File: src/rtl/dense_pkg.sv
// Shared types and constants for the dense-layer weight sequencer.
// Latency: n/a (package only).
// Backpressure: n/a (package only).
// Contents: FSM state encoding, return-FIFO depth, per-beat tag struct, clog2 helper.
package dense_pkg;

    // Ceiling log2; clog2(1) == 0, callers clamp widths to at least 1.
    function automatic int clog2(input int value);
        int r;
        r = 0;
        while ((1 << r) < value) begin
            r = r + 1;
        end
        return r;
    endfunction

    localparam int FIFO_DEPTH = 4;
    localparam int FIFO_CNT_W = clog2(FIFO_DEPTH + 1);

    typedef enum logic [1:0] {
        ST_IDLE  = 2'd0,
        ST_ISSUE = 2'd1,
        ST_DRAIN = 2'd2
    } state_t;

    // Sideband carried through the FIFO next to each ROM word.
    typedef struct packed {
        logic is_bias;
        logic last;
        logic last_in;
    } tag_t;

endpackage

File: src/rtl/sync_fifo.sv
// Small synchronous FIFO with occupancy count; head word is read combinationally from storage.
// Latency: a word pushed at edge E is visible at the head in the cycle after E.
// Backpressure: pushes when full and pops when empty are dropped; the producer is expected to hold credit.
// Ports: i_clk, i_reset (sync, active-high), i_push/i_push_dat, i_pop/o_pop_dat, o_full, o_empty, o_count.
module sync_fifo
    import dense_pkg::*;
#(
    parameter int WIDTH = 35,
    parameter int DEPTH = FIFO_DEPTH
) (
    input  logic                  i_clk,
    input  logic                  i_reset,
    input  logic                  i_push,
    input  logic [WIDTH-1:0]      i_push_dat,
    input  logic                  i_pop,
    output logic [WIDTH-1:0]      o_pop_dat,
    output logic                  o_full,
    output logic                  o_empty,
    output logic [FIFO_CNT_W-1:0] o_count
);

    localparam int PTR_W = (clog2(DEPTH) > 0) ? clog2(DEPTH) : 1;

    logic [WIDTH-1:0]      r_mem [DEPTH];
    logic [PTR_W-1:0]      r_wr_ptr;
    logic [PTR_W-1:0]      r_rd_ptr;
    logic [FIFO_CNT_W-1:0] r_count;
    logic                  w_do_push;
    logic                  w_do_pop;

    assign o_full    = (r_count == FIFO_CNT_W'(DEPTH));
    assign o_empty   = (r_count == '0);
    assign o_count   = r_count;
    assign o_pop_dat = r_mem[r_rd_ptr];

    assign w_do_pop  = i_pop && !o_empty;
    // A simultaneous pop frees the slot, so a push into a full FIFO is legal then.
    assign w_do_push = i_push && (!o_full || w_do_pop);

    always_ff @(posedge i_clk) begin
        if (w_do_push) begin
            r_mem[r_wr_ptr] <= i_push_dat;
        end
    end

    always_ff @(posedge i_clk) begin
        if (i_reset) begin
            r_wr_ptr <= '0;
            r_rd_ptr <= '0;
            r_count  <= '0;
        end else begin
            if (w_do_push) begin
                r_wr_ptr <= (r_wr_ptr == PTR_W'(DEPTH - 1)) ? '0 : r_wr_ptr + 1'b1;
            end
            if (w_do_pop) begin
                r_rd_ptr <= (r_rd_ptr == PTR_W'(DEPTH - 1)) ? '0 : r_rd_ptr + 1'b1;
            end
            case ({w_do_push, w_do_pop})
                2'b10:   r_count <= r_count + 1'b1;
                2'b01:   r_count <= r_count - 1'b1;
                default: r_count <= r_count;
            endcase
        end
    end

endmodule

File: src/rtl/dense_weight_sequencer.sv
// Sole ROM master for the dense layer: streams weights row-major (neuron-major, input-minor) to the MAC.
// Latency: start at edge 0 -> ROM request in cycle 1 -> first w_valid in cycle 3; one beat/cycle sustained.
// Backpressure: 4-entry return FIFO; requests issue only while fifo_count + inflight < 4, so nothing is lost.
// Option: define DENSE_BIAS_FETCH_EN to append one bias read (BIAS_ADDR + neuron) after each neuron's weights.
// Ports: clk, reset (sync, active-high), start, busy, done, rom_addr/rom_en/rom_dout (ROM side),
//        w_data/w_valid/w_ready with tags w_is_bias, w_last_in, w_last (MAC side).
module dense_weight_sequencer
    import dense_pkg::*;
#(
    parameter int DATA_WIDTH = 32,
    parameter int ADDR_WIDTH = 19,
    parameter int IN_DIM     = 64,
    parameter int OUT_DIM    = 7,
    parameter int BASE_ADDR  = 0,
    parameter int BIAS_ADDR  = 'h4FF00
) (
    input  logic                  clk,
    input  logic                  reset,
    input  logic                  start,
    output logic                  busy,
    output logic                  done,
    output logic [ADDR_WIDTH-1:0] rom_addr,
    output logic                  rom_en,
    input  logic [DATA_WIDTH-1:0] rom_dout,
    output logic [DATA_WIDTH-1:0] w_data,
    output logic                  w_valid,
    input  logic                  w_ready,
    output logic                  w_is_bias,
    output logic                  w_last_in,
    output logic                  w_last
);

    localparam int IW    = (clog2(IN_DIM)  > 0) ? clog2(IN_DIM)  : 1;
    localparam int NW    = (clog2(OUT_DIM) > 0) ? clog2(OUT_DIM) : 1;
    localparam int FW    = DATA_WIDTH + $bits(tag_t);

    localparam longint WEIGHT_END = longint'(BASE_ADDR) + longint'(IN_DIM) * longint'(OUT_DIM);
    localparam longint BIAS_END   = longint'(BIAS_ADDR) + longint'(OUT_DIM);
    localparam longint ADDR_SPAN  = longint'(1) << ADDR_WIDTH;

    // The address incrementers never wrap, so both tables must fit the ROM.
    if (WEIGHT_END > ADDR_SPAN) begin : g_bad_weight_range
        $error("dense_weight_sequencer: weight table exceeds ROM address space");
    end
    if (BIAS_END > ADDR_SPAN) begin : g_bad_bias_range
        $error("dense_weight_sequencer: bias table exceeds ROM address space");
    end

    state_t                r_state;
    state_t                w_state_nxt;
    logic [IW-1:0]         r_in_idx;
    logic [NW-1:0]         r_neuron_idx;
    logic [ADDR_WIDTH-1:0] r_waddr;
    logic [ADDR_WIDTH-1:0] r_last_addr;
    logic [1:0]            r_inflight;
    logic                  r_rd_vld;
    tag_t                  r_rd_tag;
    logic                  r_done;

    logic                  w_start_ok;
    logic                  w_credit_ok;
    logic                  w_issue;
    logic                  w_last_input;
    logic                  w_last_neuron;
    logic [ADDR_WIDTH-1:0] w_req_addr;
    tag_t                  w_req_tag;
    logic [FW-1:0]         w_head;
    tag_t                  w_head_tag;
    logic                  w_fire;
    logic                  w_final_fire;
    logic                  w_fifo_full;
    logic                  w_fifo_empty;
    logic [FIFO_CNT_W-1:0] w_fifo_count;

    assign w_start_ok    = (r_state == ST_IDLE) && start;
    assign w_last_input  = (r_in_idx == IW'(IN_DIM - 1));
    assign w_last_neuron = (r_neuron_idx == NW'(OUT_DIM - 1));
    assign w_credit_ok   = ((4'(w_fifo_count) + 4'(r_inflight)) < 4'(FIFO_DEPTH));

`ifdef DENSE_BIAS_FETCH_EN
    logic [ADDR_WIDTH-1:0] r_baddr;
    logic                  r_bias_phase;

    // The bias request follows the neuron's last weight and owns its end-of-neuron tags.
    assign w_req_addr        = r_bias_phase ? r_baddr : r_waddr;
    assign w_req_tag.is_bias = r_bias_phase;
    assign w_req_tag.last_in = r_bias_phase;
    assign w_req_tag.last    = r_bias_phase && w_last_neuron;

    always_ff @(posedge clk) begin
        if (reset) begin
            r_baddr      <= '0;
            r_bias_phase <= 1'b0;
        end else if (w_start_ok) begin
            r_baddr      <= ADDR_WIDTH'(BIAS_ADDR);
            r_bias_phase <= 1'b0;
        end else if (w_issue) begin
            if (r_bias_phase) begin
                r_baddr      <= r_baddr + 1'b1;
                r_bias_phase <= 1'b0;
            end else if (w_last_input) begin
                r_bias_phase <= 1'b1;
            end
        end
    end
`else
    assign w_req_addr        = r_waddr;
    assign w_req_tag.is_bias = 1'b0;
    assign w_req_tag.last_in = w_last_input;
    assign w_req_tag.last    = w_last_input && w_last_neuron;
`endif

    // Issue/index counters: weight address is a plain incrementer, no multiply.
    always_ff @(posedge clk) begin
        if (reset) begin
            r_in_idx     <= '0;
            r_neuron_idx <= '0;
            r_waddr      <= '0;
        end else if (w_start_ok) begin
            r_in_idx     <= '0;
            r_neuron_idx <= '0;
            r_waddr      <= ADDR_WIDTH'(BASE_ADDR);
        end else if (w_issue) begin
`ifdef DENSE_BIAS_FETCH_EN
            if (r_bias_phase) begin
                r_neuron_idx <= r_neuron_idx + 1'b1;
            end else begin
                r_waddr  <= r_waddr + 1'b1;
                r_in_idx <= w_last_input ? '0 : r_in_idx + 1'b1;
            end
`else
            r_waddr  <= r_waddr + 1'b1;
            r_in_idx <= w_last_input ? '0 : r_in_idx + 1'b1;
            if (w_last_input) begin
                r_neuron_idx <= r_neuron_idx + 1'b1;
            end
`endif
        end
    end

    always_ff @(posedge clk) begin
        if (reset) begin
            r_state <= ST_IDLE;
        end else begin
            r_state <= w_state_nxt;
        end
    end

    always_comb begin
        w_state_nxt = r_state;
        w_issue     = 1'b0;
        case (r_state)
            ST_IDLE: begin
                if (start) begin
                    w_state_nxt = ST_ISSUE;
                end
            end
            ST_ISSUE: begin
                w_issue = w_credit_ok;
                if (w_credit_ok && w_req_tag.last) begin
                    w_state_nxt = ST_DRAIN;
                end
            end
            ST_DRAIN: begin
                if (w_final_fire) begin
                    w_state_nxt = ST_IDLE;
                end
            end
            default: w_state_nxt = ST_IDLE;
        endcase
    end

    // ROM read pipeline: request in cycle N, rom_dout valid in N+1, pushed at the end of N+1.
    always_ff @(posedge clk) begin
        if (reset) begin
            r_rd_vld    <= 1'b0;
            r_rd_tag    <= '0;
            r_inflight  <= '0;
            r_last_addr <= '0;
        end else begin
            r_rd_vld   <= w_issue;
            r_inflight <= r_inflight + 2'(w_issue) - 2'(r_rd_vld);
            if (w_issue) begin
                r_rd_tag    <= w_req_tag;
                r_last_addr <= w_req_addr;
            end
        end
    end

    assign rom_en   = w_issue;
    assign rom_addr = w_issue ? w_req_addr : r_last_addr;

    sync_fifo #(
        .WIDTH (FW),
        .DEPTH (FIFO_DEPTH)
    ) u_ret_fifo (
        .i_clk      (clk),
        .i_reset    (reset),
        .i_push     (r_rd_vld),
        .i_push_dat ({r_rd_tag, rom_dout}),
        .i_pop      (w_fire),
        .o_pop_dat  (w_head),
        .o_full     (w_fifo_full),
        .o_empty    (w_fifo_empty),
        .o_count    (w_fifo_count)
    );

    assign w_head_tag   = w_head[FW-1:DATA_WIDTH];
    assign w_valid      = !w_fifo_empty;
    assign w_fire       = w_valid && w_ready;
    assign w_final_fire = w_fire && w_head_tag.last && (r_state == ST_DRAIN);

    assign w_data    = w_head[DATA_WIDTH-1:0];
    assign w_is_bias = w_valid && w_head_tag.is_bias;
    assign w_last_in = w_head_tag.last_in;
    assign w_last    = w_head_tag.last;

    always_ff @(posedge clk) begin
        if (reset) begin
            r_done <= 1'b0;
        end else begin
            r_done <= w_final_fire;
        end
    end

    assign done = r_done;
    assign busy = (r_state != ST_IDLE);

    // Credit keeps the FIFO from ever filling past its depth; full is informational.
    logic w_unused;
    assign w_unused = w_fifo_full;

endmodule
File: config.mk
export PLATFORM = sky130hd
export DESIGN_NAME = dense_weight_sequencer
export DESIGN_NICKNAME = d
export VERILOG_FILES = /design/src/rtl/dense_pkg.sv /design/src/rtl/sync_fifo.sv /design/src/rtl/dense_weight_sequencer.sv
export SDC_FILE = /design/constraint.sdc
export NUM_CORES = 1
export LEC_CHECK = 0
export BUFFER_PORTS_ARGS = -buffer_cell sky130_fd_sc_hd__clkbuf_2
export CORE_ASPECT_RATIO = 0.75
export CORE_MARGIN = 2
export CORE_UTILIZATION = 30
export CTS_BUF_LIST = sky130_fd_sc_hd__clkbuf_4 sky130_fd_sc_hd__clkbuf_8
export DETAILED_ROUTE_END_ITERATION = 16
export PLACE_DENSITY_LB_ADDON = 0.15
export SYNTH_ARGS = -nofsm -noshare
export SYNTH_HDL_FRONTEND = slang
export SYNTH_SLANG_ARGS = --single-unit
File: constraint.sdc
create_clock -name clk -period 2.35 [get_ports clk]
set_input_delay 0.1175 -clock clk [delete_from_list [all_inputs] [get_ports clk]]
set_output_delay 0.1175 -clock clk [all_outputs]
set_load 0.02 [all_outputs]
==> out/metrics.yaml <==
dieArea_um2: 27300
synthCells: 491
crit_path_frequent_cell: "buf_4"
ys.flop_type: "edfxtp_1"
diodes: 0
cap_viol_max_count: 0
yosys.area.top_type_share_pct: 52.39
fmax_ghz: 0.4408
slowest_stage: "dfxtp_2"
synth.distinct_cells: 41
crit_arrival_ns: 2.15
htree_levels: 4
fillCellCount: 2456
place_congestion: 0.7040
portBuffers: 92
required_ns: 2.23
clkTransAtPathRegs_ns: 0.11
post-dp-hpwl_mm: 10.30
groute.usage.overall_pct: 12.46
ir_drop_mv: 0.3664
cts.sinks: 200
grt_max_degree: 35
skew_ns: 0.01571
firstDrtPassIters: 4
wl_mm: 16.21
drt_iter0_drc: 214
finalMaxSlewViolations: 0
hold_ws_ns: 0.02559
setup_violations: 0
synth_edf_count: 136
final_common_cell: "edfxtp_1"
cts-root-buf: "clkbuf_8"
cp_top_family: "buffers and inverters"
nets: 683
vias: 4588
area_growth_pct: 22.60
tightest_slew_ns: 1.071
placement_rows: 51
vias_per_cell: 4.634
synth-async-reset-ratio_pct: 0
path_buf_inv: 3
synth-seq-area-share_pct: 68.83
cp_cell_sequence: "ha_2 -> buf_4 -> nor4b_4 -> nand2_2 -> buf_12 -> mux2_2 -> buf_4"
yosysTopAreaCell: "edfxtp_1"
start_kind: "register"
p_leak_nw: 3.324
yosys_warnings: 0
die_w_um: 190.1
num_io_pins: 94
post-route-drc-count: 0
post-place-ws_ns: -0.008958
synth_area_per_cell_um2: 15.88
ys_ff_latch: 200
cts_inserted_buffers: 17
final_cell_mix: "edfxtp_1, clkbuf_2, dfxtp_1, mux4_2, dlygate4sd3_1"
antenna_found_initial: 0
min_path_type: "in -> reg"
end_kind: "output pin"
clockBufferDepth: 2
start_util_pct: 30.31
drive_gt1_share_pct: 33.59
syn_nets: 541
grt_overflow: 0
layout_min_cycle_time_ns: 2.269
wl_per_cell_um: 16.38
finalCritPeriodShare_pct: 96.54
insertion_delay_ns: 0.47
cpPeakStageDelay_ns: 0.34
rsz0062_at_grt: "yes"
die_h_um: 143.6
hold_viol: 0
setup_slack_ns: 0.08126
slew_headroom_pct: 28.61
ant_nets: 0
outcome: "complete, no violations"
cts_tree: "done"
syn_area_um2: 7795
grt_pass1_vias: 4698
coreArea_um2: 25720
grt_pass1_wl_mm: 25.39
synthTopCellsByArea: "edfxtp_1, dfxtp_1, mux4_2"
cp_max_fo: 21
critPathKind: "reg -> out"
power_density_nw_per_um2: 794.4
==> power breakdown <==
part | leakage (nW) | total (mW) | internal [mW] | switching (mW)
registers | 1.75 | 3.95 | 3.88 | 0.0697
clock network | 0.203 | 2.20 | 0.816 | 1.38
logic | 1.37 | 1.45 | 0.643 | 0.807
==> worst register-to-register path, cell delays in order (launching register included) <==
cell	delay, ns
dfxtp_1	0.33
buf_4	0.14
o41a_1	0.41
inv_1	0.07
ha_2	0.18
inv_1	0.06
fa_1	0.37
xor2_1	0.15
or3_1	0.33
a21oi_2	0.15
==> timing repair <==
item / in CTS / in global routing
endpoints found under the setup margin: 23 / 23
gates resized for setup: 4 / 18
endpoints found under the hold margin: 129 / 0
hold buffers: 33 / 0
pin swaps: 1 / 5
setup buffers: 1 / 1
==> through the flow <==
step / TNS, ns / area [um^2] / instances / utilization [%] / power [mW]
after global routing: -0.09741 / 9557 / 990 / 37.16 / 7.977
final: 0 / 9557 / 990 / 37.16 / 7.592
after global placement: 0 / 8755 / 923 / 34.04 / 5.414
after CTS: -0.003153 / 9510 / 989 / 36.98 / 7.709
after floorplan: 0 / 7795 / 491 / - / 4.962
after detailed placement: -0.01364 / 8755 / 923 / 34.04 / 5.443
==> cell families after synthesis <==
group / synth area share [%]
AO/OA/AOI/OAI: 2.986
buffers and inverters: 1.605
AND/OR/NAND/NOR: 9.791
other: 0.04811
flip-flops: 68.83
multiplexers: 12.83
adder cells (fa/ha/maj): 2.344
XOR/XNOR: 1.573
==> layout make-up <==
class                           count  area, um^2  share of cell area, %
Sequential cell                   200        5370                  56.19
Multi-Input combinational cell    259        2341                  24.50
Timing Repair Buffer              142       963.4                  10.08
Tap cell                          344       430.4                  4.504
Clock buffer                       17       234.0                  2.448
Clock inverter                     15       168.9                  1.767
Inverter                           13       48.80                 0.5106
==> registers in the layout, indices dropped and copies added, names as in the netlist, named ones only <==
signal,count
u_ret_fifo.r_wr_ptr,2
u_ret_fifo.r_mem,136
r_state,2
r_inflight,2
r_rd_tag,2
u_ret_fifo.r_rd_ptr,2
r_last_addr,19
u_ret_fifo.o_count,3
r_rd_vld,1
r_neuron_idx,3
r_waddr,19
r_in_idx,6
done,1
==> metal layers <==
metal,track usage [%],vias to the layer above,wire [um]
li1,-,2164,-
met1,16.33,2337,7636
met2,19.98,78,7850
met3,3.516,9,577
met4,4.121,0,148
met5,0,-,0
==> cell usage after synthesis, types with 2 or more instances <==
cell type,number
mux4_2,34
buf_1,4
or4_1,10
xor2_1,8
nand2_1,29
mux2_2,19
nor2b_1,20
nand4_1,7
and4_1,4
or3_1,7
or2_2,4
nor4_1,2
o211ai_1,2
dfxtp_1,64
a21oi_1,19
nand3_1,11
o21ai_0,7
inv_1,13
nor2_1,23
o31ai_1,5
o21a_1,4
and3_1,4
ha_1,13
mux2i_1,2
xnor2_1,6
nor3_1,2
edfxtp_1,136
clkbuf_1,13
and2_1,6
nor4b_1,2
==> path summary, 6_finish.rpt <==
kind / startpoint / end / slack (ns) / cells after the start
setup / recovery: r_inflight[1] / rom_addr[14] / 0.08 / 7
hold / removal: w_ready / register / 0.03 / 4
setup reg to reg: u_ret_fifo.o_count[1] / u_ret_fifo.o_count[2] / 0.09 / 9
hold reg to reg: u_ret_fifo.r_rd_ptr[1] / register / 0.49 / 2
Note: power is estimated with default switching activity, not from simulation.
